`src/rtl/ram_burst_master.sv`:
```
// ram_burst_master: turns valid/ready burst commands into CS/WE/RD strobe
// sequences for a single-port synchronous RAM. Writes stream one beat per
// accepted wr beat; reads take three cycles per beat (request, capture, offer).
module ram_burst_master #(
    parameter int AW = 8,
    parameter int DW = 8,
    parameter int LW = 8
) (
    input  logic          Clk,
    input  logic          Rst,
    input  logic          cmd_valid,
    output logic          cmd_ready,
    input  logic          cmd_write,
    input  logic [AW-1:0] cmd_addr,
    input  logic [LW-1:0] cmd_len,
    input  logic          wr_valid,
    output logic          wr_ready,
    input  logic [DW-1:0] wr_data,
    output logic          rd_valid,
    input  logic          rd_ready,
    output logic [DW-1:0] rd_data,
    output logic          done,
    output logic          ram_cs,
    output logic          ram_we,
    output logic          ram_rd,
    output logic [AW-1:0] ram_addr,
    output logic [DW-1:0] ram_wdata,
    input  logic [DW-1:0] ram_rdata
);

    typedef enum logic [2:0] {IDLE, WRITE, RD_REQ, RD_CAP, RD_OUT, DONE} state_t;

    state_t        state, state_nxt;
    logic [AW-1:0] cur_addr, cur_addr_nxt;
    logic [LW-1:0] beats_left, beats_left_nxt;
    logic [DW-1:0] rd_data_q, rd_data_q_nxt;

    // State register; reset drops any in-flight burst without a done pulse.
    always_ff @(posedge Clk) begin
        if (Rst) begin
            state      <= IDLE;
            cur_addr   <= '0;
            beats_left <= '0;
            rd_data_q  <= '0;
        end else begin
            state      <= state_nxt;
            cur_addr   <= cur_addr_nxt;
            beats_left <= beats_left_nxt;
            rd_data_q  <= rd_data_q_nxt;
        end
    end

    // Next-state and output decode; RAM strobes are only raised in WRITE
    // (gated by wr_valid) and RD_REQ, so WE and RD can never overlap.
    always_comb begin
        state_nxt      = state;
        cur_addr_nxt   = cur_addr;
        beats_left_nxt = beats_left;
        rd_data_q_nxt  = rd_data_q;
        cmd_ready      = 1'b0;
        wr_ready       = 1'b0;
        rd_valid       = 1'b0;
        done           = 1'b0;
        ram_cs         = 1'b0;
        ram_we         = 1'b0;
        ram_rd         = 1'b0;
        ram_addr       = '0;
        ram_wdata      = '0;
        rd_data        = rd_data_q;
        case (state)
            IDLE: begin
                cmd_ready = 1'b1;
                if (cmd_valid) begin
                    cur_addr_nxt   = cmd_addr;
                    beats_left_nxt = cmd_len;
                    state_nxt      = cmd_write ? WRITE : RD_REQ;
                end
            end
            WRITE: begin
                wr_ready  = 1'b1;
                ram_cs    = wr_valid;
                ram_we    = wr_valid;
                ram_addr  = cur_addr;
                ram_wdata = wr_data;
                if (wr_valid) begin
                    cur_addr_nxt = cur_addr + 1'b1;
                    if (beats_left == '0) state_nxt = DONE;
                    else beats_left_nxt = beats_left - 1'b1;
                end
            end
            RD_REQ: begin
                ram_cs    = 1'b1;
                ram_rd    = 1'b1;
                ram_addr  = cur_addr;
                state_nxt = RD_CAP;
            end
            RD_CAP: begin
                // RAM output is valid the cycle after the CS&RD edge.
                rd_data_q_nxt = ram_rdata;
                state_nxt     = RD_OUT;
            end
            RD_OUT: begin
                rd_valid = 1'b1;
                if (rd_ready) begin
                    cur_addr_nxt = cur_addr + 1'b1;
                    if (beats_left == '0) begin
                        state_nxt = DONE;
                    end else begin
                        beats_left_nxt = beats_left - 1'b1;
                        state_nxt      = RD_REQ;
                    end
                end
            end
            DONE: begin
                done      = 1'b1;
                state_nxt = IDLE;
            end
            default: state_nxt = IDLE;
        endcase
    end

endmodule

```
`config.mk`:
```
export PLATFORM = sky130hd
export DESIGN_NAME = ram_burst_master
export DESIGN_NICKNAME = d
export VERILOG_FILES = /design/src/rtl/ram_burst_master.sv
export SDC_FILE = /design/constraint.sdc
export NUM_CORES = 1
export LEC_CHECK = 0
export ABC_AREA = 1
export CAP_MARGIN = 20
export CORE_MARGIN = 2
export CORE_UTILIZATION = 43
export CTS_BUF_LIST = sky130_fd_sc_hd__clkbuf_4 sky130_fd_sc_hd__clkbuf_8
export CTS_CLUSTER_DIAMETER = 100
export DETAILED_ROUTE_END_ITERATION = 10
export GPL_TIMING_DRIVEN = 0
export PLACE_DENSITY = 0.89
export SYNTH_ARGS = -nofsm -noshare
export SYNTH_HDL_FRONTEND = slang
export SYNTH_SLANG_ARGS = --single-unit
```
`constraint.sdc`:
```
create_clock -name Clk -period 2.7 [get_ports Clk]
set_input_delay 0.54 -clock Clk [delete_from_list [all_inputs] [get_ports Clk]]
set_output_delay 0.54 -clock Clk [all_outputs]
set_load 0.03 [all_outputs]
```
## Word level (Yosys, flattened, before mapping)

Cells that the tools add are included.

- Word-level logic and storage cells: 46
- Register bits: 27
- Output and inout port bits: 31
- Input bits: 38

- $add $sub $neg: 2
- Mux-type cells: 25
- Reduce and logical (&&, ||, !) cells: 6
- Equal/unequal tests: 9

Operator list:

| operator | count |
|---|---|
| 2-to-1 mux 8 bit | 9 |
| one-hot mux 8 bit (3 select lines) | 2 |
| 2-to-1 mux 3 bit | 5 |
| one-hot mux 3 bit (5 select lines) | 1 |
| adder 8 x 1 -> 8 bit (second input constant) | 1 |
| zero test 8 bit | 1 |
| inequality test 2 bit (second input constant) | 4 |
| AND reduction 4 bit | 2 |
| subtractor 8 x 1 -> 8 bit (second input constant) | 1 |
| == test 3 x 2 -> 1 bit (second input constant) | 2 |
| == test 3 bit (second input constant) | 2 |
| 2-to-1 mux 1 bit | 6 |
| == test 3 x 1 -> 1 bit (second input constant) | 1 |
| zero test 3 bit | 1 |
| nonzero test 3 bit | 1 |
| 2-to-1 mux 2 bit | 1 |
| one-hot mux 1 bit (2 select lines) | 1 |
| OR reduction 2 bit | 1 |

## Longest topological paths before layout

Gate-level depths: netlist (run 1).

- Word-level depth: 4
- Gate-level depth with buffers: 10
- Depth with buffers taken out: 9

## Worst setup path before layout (run 1)

No wires, ideal clock.

- Path kind: reg-to-output
- Start point: register state[2]
- End point: output port ram_cs
- Slack: 0.573 ns
- Data arrival time: 1.587 ns
- Cell stages (with the launch flop): 6
- Required time: 2.160 ns
- Path buffers: 2
- Cell sequence: dfxtp_1 -> buf_4 -> inv_4 -> nand3_2 -> clkbuf_1 -> o21ai_0

- Longest elaborated chain between the ends: 2
- Elaborated cells on any way between the ends: 3
- Those cells by class: eq/ne: 2; mux: 1

RTL lines:

| what | line | RTL |
|---|---|---|
| from (decl) | 33 | `state_t state, state_nxt;` |
| from (signal assigned) | 46 | `state <= state_nxt;` |
| == test 3 x 2 -> 1 bit or == test 3 x 1 -> 1 bit (tied branches) | 70 | `case (state)` |
| one-hot mux 1 bit (2 select lines) * | 70 |  |
| to (decl) | 23 | `output logic ram_cs,` |

Every way passes the cells marked *; elsewhere a longest branch is shown, timed or not.

## Worst setup path in the final report (run 1)

- Start point: register state[2]
- End point: output port ram_we

- Longest elaborated chain between the ends: 2

RTL lines:

| what | line | RTL |
|---|---|---|
| == test 3 x 1 -> 1 bit | 70 |  |
| 2-to-1 mux 1 bit | 70 |  |
| to (decl) | 24 | `output logic ram_we,` |

No other way between the ends.

==> out/results.txt, run 1 <==
Most frequent cells after synthesis: nand2_1 (75), nor2_1 (72), inv_1 (36), dfxtp_1 (27), nand3_1 (23)
Seq/Total Area, Yosys: 29.7%
Synth top area share: 29.7%
Worst-Skew Late Latency: 270 ps
CTS H-tree depth: 1
Worst-path fanout max: 10
Antenna diodes: 0
Minimum clock period: 2590 ps
Cell Rows: 23
Share of layout cells above drive strength 1: 8.12%
Slew Viols, Final: 0
Hold Crit Class: register to register
P_sw: 1.30 mW
Initial Utilization: 45.2%
Number of synthesized flops with an enable pin: 0
Endpoint class of the critical path: output pin
Initial antenna violation count: 0
GR Util All Layers: 21.0%
Worst slew pin tran: 522 ps
Max Fclk: 0.387 GHz
Area growth syn-to-layout: 44.6%
Syn. warnings: 0
Sequential fraction of design power: 25.8%
Post-Syn Nets: 351
Post-synth ARST share: 0%
Final #Nets: 424
Synthesis-stage register bit count: 27
Status: complete, no violations
Die height: 69.1 µm
IO Port Bufs: 68
Ranking of synthesized cells by area: dfxtp_1 (30%), nand2_1 (15%), nor2_1 (15%), inv_1 (7.4%), nand3_1 (6.3%)
Clock power frac: 9.5%
Worst-path clk slew: 90 ps
Crit path max-delay family: buffers and inverters
Worst Clk Skew: 6.08 ps
Final hold vios: 0
DRC viols: 0
Cells along the critical path: buf_4, inv_4, nand3_2, clkbuf_1, nor2_1, clkdlybuf4s50_1
Max-slew headroom: 65.0%
Post-Syn Area per Cell: 5.88 µm²
CTS Buf Count: 3
DP Area: 0.00256 mm²
Clk buf depth: 2
VDD IR max: 0.520 mV
Die width: 69.1 µm
GR Overflow Total: 0
Comb power frac: 64.7%
Slowest Stage Delay on Critical Path: 670 ps
Mapped cell area: 0.00182 mm²
CTS tree: done
WP data required: 2160 ps
Cts hold-fix bufs: 0
Starting DRT DRC Count: 134
Pwr/cell area: 974 mW/mm²
Total Wirelength: 5010 µm
Internal power: 1.27 mW
Routed len/inst: 11.6 µm
Vias in the first global route: 2081
Crit-path slowest cell: clkdlybuf4s50_1
P_leak: 1.35 nW
Top-count cell post-synth: nand2_1
Global placer's final weighted congestion: 0.884
Die ar.: 0.00477 mm²
Placed wire-length estimate: 3810 µm
ANT nets after route: 0
First-pass GRT wire length: 8580 µm
1st-pass router iterations: 4
Sinks on Clock Net: 27
Yosys top cell by area: dfxtp_1
Design area: 0.00263 mm²
Setup TNS Final: 0 ps
Post-Synthesis Cells: 310
CP bufs+invs: 4
Switching share of power: 50.7%
Vias per std cell: 4.94
Ports: 69
Synth cell types: 25
Core Region: 0.00403 mm²
Final setup viols: 0
RSZ-0062 raised after global routing: false
Final period util: 95.8%
Root buf cell: clkbuf_8
Max-Cap Viols: 0
WS Path Type: register to output pin
Largest net degree at the start of global routing: 15
Via count: 2132
Main flop type after synthesis: dfxtp_1
CP Data Arrival Time: 2050 ps
Startpoint Class: register
[repair_timing]
item | CTS | global route
setup buffers | 0 | 0
gates resized for setup | 0 | 8
setup endpoints to repair | 0 | 8
[kinds of logic (layout without fill, tap and decap cells)]
group,count (synthesis),count (layout),share of synthesized area [%]
simple gates,190,190,45.1
fa+ha+maj,3,3,2.06
buf+inv,48,120,11.3
xor+xnor,2,2,0.962
compound gates,40,40,11.0
flops,27,27,29.7
[through the flow]
step | hold WS [ps] | power (mW) | worst slack (ps) | utilization, % | std cells
CTS | 517 | 2.56 | 28.2 | 64.9 | 432
global route | 545 | 2.79 | 18.4 | 65.4 | 432
detailed placement | 502 | 2.31 | 241 | 63.7 | 428
floorplan | 452 | 1.83 | 573 | - | 310
finish | 515 | 2.57 | 113 | 65.4 | 432
global placement | 470 | 2.26 | 241 | 63.7 | 428
[path summary, 6_finish.rpt]
kind	slack, ps	depth (start not counted)	startpoint	end
setup / recovery	110	6	state[2]	ram_we
setup reg to reg	1090	9	beats_left[0]	beats_left[1]
hold reg to reg	520	2	cur_addr[7]	cur_addr[7]
hold / removal	520	2	cur_addr[7]	cur_addr[7]
[layout make-up]
class                   instances  area, µm²
fillers                       371       1400
multi-input cells             235       1080
repair buffers                 68        701
flip-flops and latches         27        541
inverters                      40        153
well taps                      50       62.6
plain buffers                   8       52.6
clock buffers                   4       48.8
[sequential cells by signal, summed over array words and instances, names as in the netlist]
name and count:
beats_left 8, state 3, cur_addr 8, rd_data 8
[placed cells by master (no fill, tap or decap), drive strengths merged]
master / n
a21oi: 13
buf: 5
clkbuf: 7
clkdlybuf4s50: 60
dfxtp: 27
dlymetal6s2s: 8
ha: 3
inv: 40
nand2: 81
nand3: 26
nand4: 1
nor2: 77
nor3: 2
o21ai: 27
or2: 3
xnor2: 1
xor2: 1
[power groups by stage]
stage          Clock (mW)  Sequential (mW)  Combinational [mW]
2_1_floorplan           0            0.661                1.17
3_3_place_gp            0            0.660                1.60
3_5_place_dp            0            0.666                1.64
4_1_cts             0.249            0.658                1.66
5_1_grt             0.261            0.681                1.85
6_report            0.243            0.662                1.66
[worst min-delay path, delay by kind of cell (launching register included)]
| family | cells | cell delay [ps] |
|---|---|---|
| AND/OR/NAND/NOR | 1 | 80 |
| flip-flops | 1 | 340 |
| AO/OA/AOI/OAI | 1 | 60 |
[routing by layer]
| layer | track usage [%] | part of all wire (%) | vias to the layer above |
|---|---|---|---|
| met5 | 0 | 0 | - |
| met1 | 25.6 | 44 | 932 |
| met2 | 37.8 | 47 | 86 |
| li1 | - | - | 1103 |
| met4 | 7.19 | 1.7 | 0 |
| met3 | 2.78 | 7.0 | 11 |
Note: power is estimated with default switching activity, not from simulation.
==> run 2: changes to the inputs <==
- CORE_UTILIZATION: 43 -> 33
- PLACE_DENSITY: 0.89 -> 0.74
- RECOVER_POWER: not set -> 50
==> out/results.txt, run 2 (synthesized netlist as in run 1, its figures left out) <==
Core Region: 0.00541 mm²
Status: complete, no violations
WP data required: 2160 ps
Total Wirelength: 4880 µm
CTS H-tree depth: 1
Clock power frac: 9.9%
GR Util All Layers: 16.2%
Hold path depth: 2
Sequential fraction of design power: 26.4%
Clk buf depth: 2
Share of layout cells above drive strength 1: 6.28%
Largest net degree at the start of global routing: 17
Global placer's final weighted congestion: 0.883
Initial Utilization: 33.7%
Worst r2r src: beats_left[0]
Worst Clk Skew: 4.17 ps
Vias in the first global route: 1915
Routed len/inst: 10.8 µm
Max Fclk: 0.390 GHz
Comb power frac: 63.7%
Final hold vios: 0
Internal power: 1.21 mW
Hold Crit Class: register to register
Final #Nets: 424
VDD IR max: 0.438 mV
Final setup viols: 0
First-pass GRT wire length: 8290 µm
P_leak: 1.39 nW
Area growth syn-to-layout: 44.8%
Commonest non-fill, non-tap cell in the layout: nand2_1
CTS Buf Count: 3
Commonest non-fill, non-tap cells in the layout: nand2_1 (76), nor2_1 (74), clkdlybuf4s50_1 (55), inv_1 (37), dfxtp_1 (27)
Worst r2r path cells: 9
Final period util: 95.0%
1st-pass router iterations: 4
FF+latch area: 541 µm²
Antenna diodes: 0
RSZ-0062 raised after global routing: false
Worst slew pin tran: 829 ps
Startpoint Class: register
Initial antenna violation count: 0
ANT nets after route: 0
Max-slew headroom: 44.3%
Placed wire-length estimate: 3700 µm
Sinks on Clock Net: 27
Worst-path clk slew: 100 ps
Pwr Total: 2.48 mW
Die height: 78.3 µm
Via count: 2120
CP startpoint: state[2]
Setup TNS Final: 0 ps
Max-Cap Viols: 0
Worst hold path startpoint: cur_addr[7]
Die width: 78.3 µm
Ports: 69
Worst-path fanout max: 9
Slew Viols, Final: 0
Fill count: 580
P_sw: 1.27 mW
DRC viols: 0
GR Overflow Total: 0
CP Data Arrival Time: 2020 ps
Die ar.: 0.00613 mm²
Root buf cell: clkbuf_8
IO Port Bufs: 68
Pwr/cell area: 941 mW/mm²
Reg2reg setup slack: 680 ps
CTS tree: done
Minimum clock period: 2560 ps
Cts hold-fix bufs: 0
Cell Rows: 27
Vias per std cell: 4.67
Endpoint class of the critical path: output pin
Switching share of power: 51.2%
WS Path Type: register to output pin
Starting DRT DRC Count: 109
Multi-input logic area: 0.00106 mm²
Worst-Skew Late Latency: 280 ps
run 2: cell types whose count changed in the layout (fill, tap and decap cells not counted), moves of 2 or more:
| cell | delta |
|---|---|
| clkbuf_1 | +2 |
| clkdlybuf4s50_1 | -5 |
| dlymetal6s2s_1 | +3 |
| nor2_1 | +2 |
| o21ai_0 | +3 |
| o21ai_1 | -3 |
run 2: repair_timing:
action / 4_1_cts / 5_1_grt
setup buffers: 0 / 0
pin swaps: 0 / 0
gates resized for setup: 1 / 11
setup endpoints to repair: 1 / 11
run 2: area by class of cell:
class	instances	area share [%]
flip-flops and latches	27	20.5
clock buffers	3	1.56
well taps	72	3.41
repair buffers	68	26.8
multi-input cells	235	40.1
plain buffers	8	1.56
clock inverters	1	0.284
inverters	40	5.78
run 2: worst paths after layout:
| check | to |
|---|---|
| setup / recovery | ram_addr[0] |
| hold reg to reg | cur_addr[7] |
| hold / removal | cur_addr[7] |
| setup reg to reg | beats_left[1] |
run 2: power by group through the flow:
stage	Sequential [mW]	Combinational (mW)	Clock, mW
floorplan	0.661	1.17	0
global placement	0.659	1.62	0
detailed placement	0.663	1.64	0
CTS	0.655	1.64	0.249
global route	0.674	1.79	0.267
finish	0.656	1.58	0.246
run 2: through the flow:
| step | instance area (µm²) | setup slack [ps] | util [%] | hold WS, ps | cells |
|---|---|---|---|---|---|
| 2_1_floorplan | 1820 | 573 | - | 452 | 310 |
| 3_3_place_gp | 2590 | 218 | 48.0 | 471 | 450 |
| 3_5_place_dp | 2590 | 233 | 48.0 | 489 | 450 |
| 4_1_cts | 2640 | 33.0 | 48.8 | 503 | 454 |
| 5_1_grt | 2640 | 7.68 | 48.8 | 520 | 454 |
| 6_report | 2640 | 136 | 48.8 | 500 | 454 |
run 2: layer usage:
layer  vias to the layer above  routed length (µm)  GRT usage (%)
met4                         0                  47           4.39
li1                       1109                   -              -
met3                         4                 374           3.68
met2                        77                2200           27.2
met1                       930                2260           20.9
met5                         -                   0              0
run 2: critical path, cell delays in order, from the launching register on:
cell and delay [ps]:
dfxtp_1 310, buf_4 160, inv_4 90, nand3_2 170, nand2_1 130, inv_2 90, nor2_1 110, clkdlybuf4s50_1 680
